## src/rtl/uart_core.sv

```systemverilog
// UART transceiver: parametrised baud, data width, parity and stop bits.
// TX serialises tx_data LSB first; RX oversamples a synchronised rx at mid-bit.
//
// TX state | meaning
// IDLE     | line high, tx_ready high, waiting for tx_valid
// START    | driving the start bit (low)
// DATA     | driving data bits, LSB first
// PAR      | driving the parity bit (only when PARITY != 0)
// STOP     | driving STOP_BITS stop bits (high)
//
// RX state | meaning
// IDLE     | waiting for a synchronised falling edge
// START    | waiting for mid start bit; a high sample is a false start
// DATA     | sampling data bits at mid-bit
// PAR      | sampling the parity bit
// STOP     | sampling the first stop bit, then reporting the word
// BREAK    | stop bit was low; waiting for the line to return high
module uart_core #(
  parameter int CLK_HZ    = 50_000_000,
  parameter int BAUD      = 57600,
  parameter int DATA_BITS = 8,
  parameter int PARITY    = 0,
  parameter int STOP_BITS = 1
) (
  input  logic                 clk,
  input  logic                 rst_n,
  input  logic                 rx,
  output logic                 tx,
  input  logic [DATA_BITS-1:0] tx_data,
  input  logic                 tx_valid,
  output logic                 tx_ready,
  output logic [DATA_BITS-1:0] rx_data,
  output logic                 rx_valid,
  output logic                 rx_parity_err,
  output logic                 rx_frame_err
);

  localparam int              BIT_CLKS  = (CLK_HZ + BAUD / 2) / BAUD;
  localparam int              CNT_W     = $clog2(BIT_CLKS);
  localparam logic [CNT_W-1:0] BIT_LAST  = CNT_W'(BIT_CLKS - 1);
  localparam logic [CNT_W-1:0] HALF_LAST = CNT_W'(BIT_CLKS / 2 - 1);
  localparam logic [2:0]      DATA_LAST = 3'(DATA_BITS - 1);
  localparam logic            STOP_LAST = (STOP_BITS == 2);
  localparam bit              HAS_PAR   = (PARITY != 0);

  typedef enum logic [2:0] {TX_IDLE, TX_START, TX_DATA, TX_PAR, TX_STOP} tx_state_t;
  typedef enum logic [2:0] {RX_IDLE, RX_START, RX_DATA, RX_PAR, RX_STOP, RX_BREAK} rx_state_t;

  tx_state_t            tx_state, tx_state_nxt;
  logic [CNT_W-1:0]     tx_cnt;
  logic [2:0]           tx_bit;
  logic                 tx_stop_idx;
  logic [DATA_BITS-1:0] tx_shreg;
  logic                 tx_par;
  logic                 tx_tc, tx_last_stop, tx_accept;

  assign tx_tc        = (tx_cnt == '0);
  assign tx_last_stop = (tx_state == TX_STOP) && tx_tc && (tx_stop_idx == STOP_LAST);
  assign tx_ready     = (tx_state == TX_IDLE) || tx_last_stop;
  assign tx_accept    = tx_valid && tx_ready;

  always_ff @(posedge clk or negedge rst_n) begin
    if (!rst_n) tx_state <= TX_IDLE;
    else        tx_state <= tx_state_nxt;
  end

  always_comb begin
    tx_state_nxt = tx_state;
    case (tx_state)
      TX_IDLE:  if (tx_accept) tx_state_nxt = TX_START;
      TX_START: if (tx_tc) tx_state_nxt = TX_DATA;
      TX_DATA:
        if (tx_tc && tx_bit == DATA_LAST) begin
          if (HAS_PAR) tx_state_nxt = TX_PAR;
          else         tx_state_nxt = TX_STOP;
        end
      TX_PAR:   if (tx_tc) tx_state_nxt = TX_STOP;
      TX_STOP:
        if (tx_last_stop) begin
          if (tx_accept) tx_state_nxt = TX_START;
          else           tx_state_nxt = TX_IDLE;
        end
      default:  tx_state_nxt = TX_IDLE;
    endcase
  end

  // tx is registered and updated on the same edge as the state change, so the pin never glitches
  always_ff @(posedge clk or negedge rst_n) begin
    if (!rst_n) begin
      tx_cnt      <= '0;
      tx_bit      <= '0;
      tx_stop_idx <= 1'b0;
      tx_shreg    <= '0;
      tx_par      <= 1'b0;
      tx          <= 1'b1;
    end else if (tx_accept) begin
      tx_shreg <= tx_data;
      tx_par   <= (PARITY == 1) ? ~^tx_data : ^tx_data;
      tx_cnt   <= BIT_LAST;
      tx       <= 1'b0;
    end else if (tx_state != TX_IDLE) begin
      if (!tx_tc) begin
        tx_cnt <= tx_cnt - 1'b1;
      end else begin
        tx_cnt <= BIT_LAST;
        case (tx_state)
          TX_START: begin
            tx_bit <= '0;
            tx     <= tx_shreg[0];
          end
          TX_DATA: begin
            tx_shreg <= tx_shreg >> 1;
            tx_bit   <= tx_bit + 3'd1;
            if (tx_bit == DATA_LAST) begin
              tx_stop_idx <= 1'b0;
              tx          <= HAS_PAR ? tx_par : 1'b1;
            end else begin
              tx <= tx_shreg[1];
            end
          end
          TX_PAR: begin
            tx_stop_idx <= 1'b0;
            tx          <= 1'b1;
          end
          TX_STOP: begin
            tx_stop_idx <= 1'b1;
            tx          <= 1'b1;
          end
          default: tx <= 1'b1;
        endcase
      end
    end
  end

  rx_state_t            rx_state, rx_state_nxt;
  logic                 rx_meta, rx_sync, rx_prev, rx_fall;
  logic [CNT_W-1:0]     rx_cnt;
  logic [2:0]           rx_bit;
  logic [DATA_BITS-1:0] rx_shreg;
  logic                 rx_par_err;
  logic                 rx_tc;

  always_ff @(posedge clk or negedge rst_n) begin
    if (!rst_n) begin
      rx_meta <= 1'b1;
      rx_sync <= 1'b1;
      rx_prev <= 1'b1;
    end else begin
      rx_meta <= rx;
      rx_sync <= rx_meta;
      rx_prev <= rx_sync;
    end
  end

  assign rx_fall = rx_prev && !rx_sync;
  assign rx_tc   = (rx_cnt == '0);

  always_ff @(posedge clk or negedge rst_n) begin
    if (!rst_n) rx_state <= RX_IDLE;
    else        rx_state <= rx_state_nxt;
  end

  always_comb begin
    rx_state_nxt = rx_state;
    case (rx_state)
      RX_IDLE:  if (rx_fall) rx_state_nxt = RX_START;
      RX_START:
        if (rx_tc) begin
          if (rx_sync) rx_state_nxt = RX_IDLE;
          else         rx_state_nxt = RX_DATA;
        end
      RX_DATA:
        if (rx_tc && rx_bit == DATA_LAST) begin
          if (HAS_PAR) rx_state_nxt = RX_PAR;
          else         rx_state_nxt = RX_STOP;
        end
      RX_PAR:   if (rx_tc) rx_state_nxt = RX_STOP;
      RX_STOP:
        if (rx_tc) begin
          if (rx_sync) rx_state_nxt = RX_IDLE;
          else         rx_state_nxt = RX_BREAK;
        end
      RX_BREAK: if (rx_sync) rx_state_nxt = RX_IDLE;
      default:  rx_state_nxt = RX_IDLE;
    endcase
  end

  always_ff @(posedge clk or negedge rst_n) begin
    if (!rst_n) begin
      rx_cnt        <= '0;
      rx_bit        <= '0;
      rx_shreg      <= '0;
      rx_par_err    <= 1'b0;
      rx_data       <= '0;
      rx_valid      <= 1'b0;
      rx_parity_err <= 1'b0;
      rx_frame_err  <= 1'b0;
    end else begin
      rx_valid <= 1'b0;
      case (rx_state)
        RX_IDLE: if (rx_fall) rx_cnt <= HALF_LAST;
        RX_START, RX_DATA, RX_PAR, RX_STOP: begin
          if (!rx_tc) begin
            rx_cnt <= rx_cnt - 1'b1;
          end else begin
            rx_cnt <= BIT_LAST;
            case (rx_state)
              RX_START: rx_bit <= '0;
              RX_DATA: begin
                rx_shreg <= {rx_sync, rx_shreg[DATA_BITS-1:1]};
                rx_bit   <= rx_bit + 3'd1;
              end
              RX_PAR:
                rx_par_err <= (PARITY == 1) ? ~(^rx_shreg ^ rx_sync) : (^rx_shreg ^ rx_sync);
              RX_STOP: begin
                rx_data       <= rx_shreg;
                rx_parity_err <= rx_par_err;
                rx_frame_err  <= ~rx_sync;
                rx_valid      <= 1'b1;
              end
              default: rx_bit <= rx_bit;
            endcase
          end
        end
        default: rx_cnt <= rx_cnt;
      endcase
    end
  end

endmodule
```

## config.mk

```make
export PLATFORM = sky130hd
export DESIGN_NAME = uart_core
export DESIGN_NICKNAME = d
export VERILOG_FILES = /design/src/rtl/uart_core.sv
export SDC_FILE = /design/constraint.sdc
export NUM_CORES = 1
export LEC_CHECK = 0
export CORE_MARGIN = 4
export CORE_UTILIZATION = 40
export DETAILED_ROUTE_END_ITERATION = 12
export PLACE_DENSITY = 0.58
export SLEW_MARGIN = 20
export SYNTH_ARGS = -nofsm -noshare
export SYNTH_HDL_FRONTEND = slang
export SYNTH_SLANG_ARGS = --single-unit
```

## constraint.sdc

```tcl
create_clock -name clk -period 1.8 [get_ports clk]
set_clock_uncertainty 0.2 [all_clocks]
set_input_delay 0.36 -clock clk [delete_from_list [all_inputs] [get_ports clk]]
set_output_delay 0.36 -clock clk [all_outputs]
set_load 0.01 [all_outputs]
```

==> summary.md, run 1 <==
| Metric | Value |
|---|---|
| Inst Count DP | `between 500 and 600` |
| Number of global-route vias before repair | `2942` |
| Post-DR vias/cell | `roughly 5.4` |
| Rel. slew slack | `approximately 65%` |
| Pwr per Cell Area | `between 800 and 900 nW/um^2` |
| Synth Area in Compound Gates | `between 15 and 20%` |
| Peak VDD IR | `0.6325 mV` |
| Largest family of logic cells by synthesized area | `compound AO/OA/AOI/OAI gates` |
| Number of synthesized flops with an enable pin | `0` |
| Global-route wire length before repair | `~14 mm` |
| Share of the yosys chip area belonging to registers | `a little under half` |
| TritonRoute pass-1 iters | `4` |
| Dpl hpwl | `around 5.2 mm` |
| Mux contribution to synthesized area | `just under 6%` |
| Vias | `2867` |
| Initial antenna violation count | `0` |
| Die height | `about 100 um` |
| Seq cells post-synth | `65` |
| Placer Congestion | `slightly below 0.9` |
| CP endpoint kind | `output port` |
| Dominant synthesized flop cell | `dfrtp_1` |
| Fill cell count | `691` |
| Clk root buf | `clkbuf_8` |
| Detail Route Antenna Nets | `0` |
| CP arrival | `1550 ps` |
| Fin. Hold Viols | `0` |
| Largest fanout on the critical path | `2` |
| WL final | `~8.1 mm` |
| Final instance area | `approximately 5000 um^2` |
| Total GRT Usage | `around 17%` |
| # setup viols final | `between 40 and 50` |
| RSZ-0062 raised after global routing | `true` |
| IO Port Bufs | `24` |
| Worst hold start | `rx_meta$_DFF_PN1_` |
| DIE AREA | `between 10000 and 15000 um^2` |
| Share of cells above drive strength 1 | `a little under half` |
| Mapped Area | `between 3000 and 4000 um^2` |
| LEAKAGE | `0.002244 uW` |
| Die W | `100.4 um` |
| # IOs | `25` |
| Avg Cell Area, Syn | `around 11 um^2` |
| CTS Sinks | `65` |
| Clock slew at reported path FFs | `80 ps` |
| Sw power | `~1300 uW` |
| Synthesized instance count | `316` |
| Number of max-cap violations | `0` |
| Sw Ratio | `31.51%` |
| Yosys cell types | `a little under 60` |
| Per-cell routed wire length | `15.34 um` |
| Layout net count | `439` |
| XOR/XNOR Fraction of Synth Area | `4.765%` |
| Outcome | `complete, but fails checks` |
| Core area | `between 8000 and 9000 um^2` |
| H-Tree Level Count | `3` |
| N_diodes | `0` |
| Tot Pwr | `4114 uW` |
| Worst path required time | `approximately 1200 ps` |
| Crit share post-route | `117.0%` |
| CTS tree | `done` |
| Row count | `33` |
| Adder-cell share of the synthesized area | `under 10%` |
| Reg2reg start | `tx_cnt[8]$_DFFE_PN0N_` |
| Area Overhead vs Synth | `46.44%` |
| Worst Setup Path Type | `reg -> out` |
| Net Count, Synth | `roughly 340` |
| Initial Util | `about two fifths` |
| Slew Limit Fails | `0` |
| Drc violations | `0` |
| Share of power burned in registers | `41.2%` |
| Clk pwr share | `32.2%` |
| Maximum clock path buffer count | `2` |
| GR Overflow Total | `0` |
| CTS Buf Count | `9` |
| FFs w/ async S/R, synth | `100.0%` |
| Hold crit path type | `reg -> reg` |
| Yosys warns | `0` |
| Critical Path Source | `tx_cnt[8]$_DFFE_PN0N_` |
| Synth Area in Simple Gates | `17.01%` |
| Worst Tran Pin Value | `around 520 ps` |
| Achievable Freq | `0.4749 GHz` |
| Final Util | `60.53%` |
| Logic pwr share | `26.6%` |
| CP startpoint kind | `flip-flop` |
| Hold Slack | `around 160 ps` |
| Post-Layout Cell Count | `between 500 and 600` |
| Largest net degree at the start of global routing | `66` |
| Tmin final | `2106 ps` |
| Failing checks | `negative setup slack` |
| Skew-Pair Late Insertion Delay | `between 300 and 400 ps` |
| Worst setup margin | `-305.9 ps` |
| Initial DRC count | `between 100 and 150` |
| Internal power | `between 2000 and 3000 uW` |
| Placement Cell Area | `4307 um^2` |
[per-layer routing]
metal	global-route usage (%)	share of wire, %
met5	0	0
met4	7.047	1.7
met3	3.127	2.5
met2	26.76	47
met1	23.82	48
[power by group through the flow]
stage / clock network [uW] / registers, uW / logic [uW]
floorplan: 0 / 1740 / 465
global placement: 0 / 1710 / 896
detailed placement: 0 / 1710 / 906
CTS: 1360 / 1690 / 1010
global route: 1420 / 1710 / 1200
finish: 1330 / 1700 / 1090
[through the flow]
| stage | setup WS [ps] | setup TNS (ps) |
|---|---|---|
| 6_report | -305.9 | -3541 |
| 4_1_cts | -349.7 | -3253 |
| 2_1_floorplan | -82.95 | -933.6 |
| 3_5_place_dp | -407.8 | -8025 |
| 5_1_grt | -417.0 | -7770 |
| 3_3_place_gp | -381.5 | -7219 |
[registers in the layout, summed over array words and instances (netlist names)]
name / cells
tx_bit: 3
rx_frame_err: 1
rx_sync: 1
rx_par_err: 1
tx: 1
rx_meta: 1
rx_bit: 3
tx_stop_idx: 1
rx_state: 3
tx_shreg: 8
rx_data: 8
rx_prev: 1
rx_parity_err: 1
rx_cnt: 10
rx_shreg: 8
tx_state: 3
rx_valid: 1
tx_cnt: 10
[timing repair]
| action | CTS | global route |
|---|---|---|
| cloned | 1 | 0 |
| endpoints found under the setup margin | 66 | 60 |
| hold buffers | 1 | 0 |
| buffers inserted | 5 | 8 |
| hold endpoints to repair | 61 | 0 |
| pin swaps | 23 | 19 |
| resized for setup | 79 | 35 |
[Yosys cell counts (all sizes together), types with 5 or more instances]
cell type,n,share of area (%)
nor2b,6,1.1
buf,5,0.88
ha,7,2.6
o22ai,10,1.8
nor3,11,2.3
dfrtp,61,45
xnor2,10,2.6
clkbuf,12,1.4
mux2,18,5.9
o2bb2ai,12,3.1
nand2,15,1.6
a2bb2oi,7,1.8
nand3,10,2.0
xor2,6,1.5
a21oi,8,1.2
o21ai,14,2.1
inv,15,1.6
nand4,8,1.5
nor2,20,2.2
[final timing paths]
path	to	slack [ps]	depth (start not counted)
max	tx_ready	-310	4
min	rx_sync$_DFF_PN1_	160	0
max reg2reg	tx_shreg[2]$_DFFE_PN0P_	-160	6
max in group asynchronous	rx_sync$_DFF_PN1_	700	3
min reg2reg	rx_sync$_DFF_PN1_	160	0
min in group asynchronous	rx_cnt[7]$_DFFE_PN0P_	350	3
[cell type report]
cell class	count	area [um^2]	share of cell area, %
inverter	16	60.06	1.202
sequential	65	1633	32.67
clock buffer	9	123.9	2.478
timing repair buffer	110	945.9	18.92
multi-input combinational	218	2021	40.43
tap	105	131.4	2.628
clock inverter	7	83.83	1.677
[cell families (layout without fill, tap and decap cells)]
kind of cell | count (synthesis) | after routing
simple gates | 94 | 94
fa+ha+maj | 7 | 7
mux | 18 | 18
flops | 65 | 65
xor+xnor | 17 | 17
compound gates | 82 | 82
buf+inv | 33 | 142
[layout by cell type, fill, tap and decap left out, drive strengths merged, types with 11 or more instances in the layout]
cell and n:
buf 87, dfrtp 61, nor2 20, inv 19, mux2 18, nand2 15, o21ai 14, o2bb2ai 12
clkdlybuf4s50 11, dlygate4sd2 11, nor3 11
[worst max-delay path, stage by stage (launching register included)]
cell     delay, ps
dfrtp_1        410
nor4_4         320
a41oi_2        180
nor3_2         140
buf_2          160
(Power assumes the default switching activity.)
==> run 2: changes to the inputs <==
--- a/config.mk
+++ b/config.mk
@@ -5,6 +5,7 @@
 export SDC_FILE = /design/constraint.sdc
 export NUM_CORES = 1
 export LEC_CHECK = 0
+export ABC_CLOCK_PERIOD_IN_PS = 1800
 export CORE_MARGIN = 4
 export CORE_UTILIZATION = 40
 export DETAILED_ROUTE_END_ITERATION = 12
==> results of run 2 <==
Same layout as run 1: the final DEF is identical, and so are final timing and power.
==> run 3: changes to the inputs <==
--- a/config.mk
+++ b/config.mk
@@ -8,6 +8,7 @@
 export ABC_CLOCK_PERIOD_IN_PS = 1800
 export CORE_MARGIN = 4
 export CORE_UTILIZATION = 40
+export CTS_CLUSTER_DIAMETER = 30
 export DETAILED_ROUTE_END_ITERATION = 12
 export PLACE_DENSITY = 0.58
 export SLEW_MARGIN = 20
==> results of run 3 <==
Same layout as run 1: the final DEF is identical, and so are final timing and power.
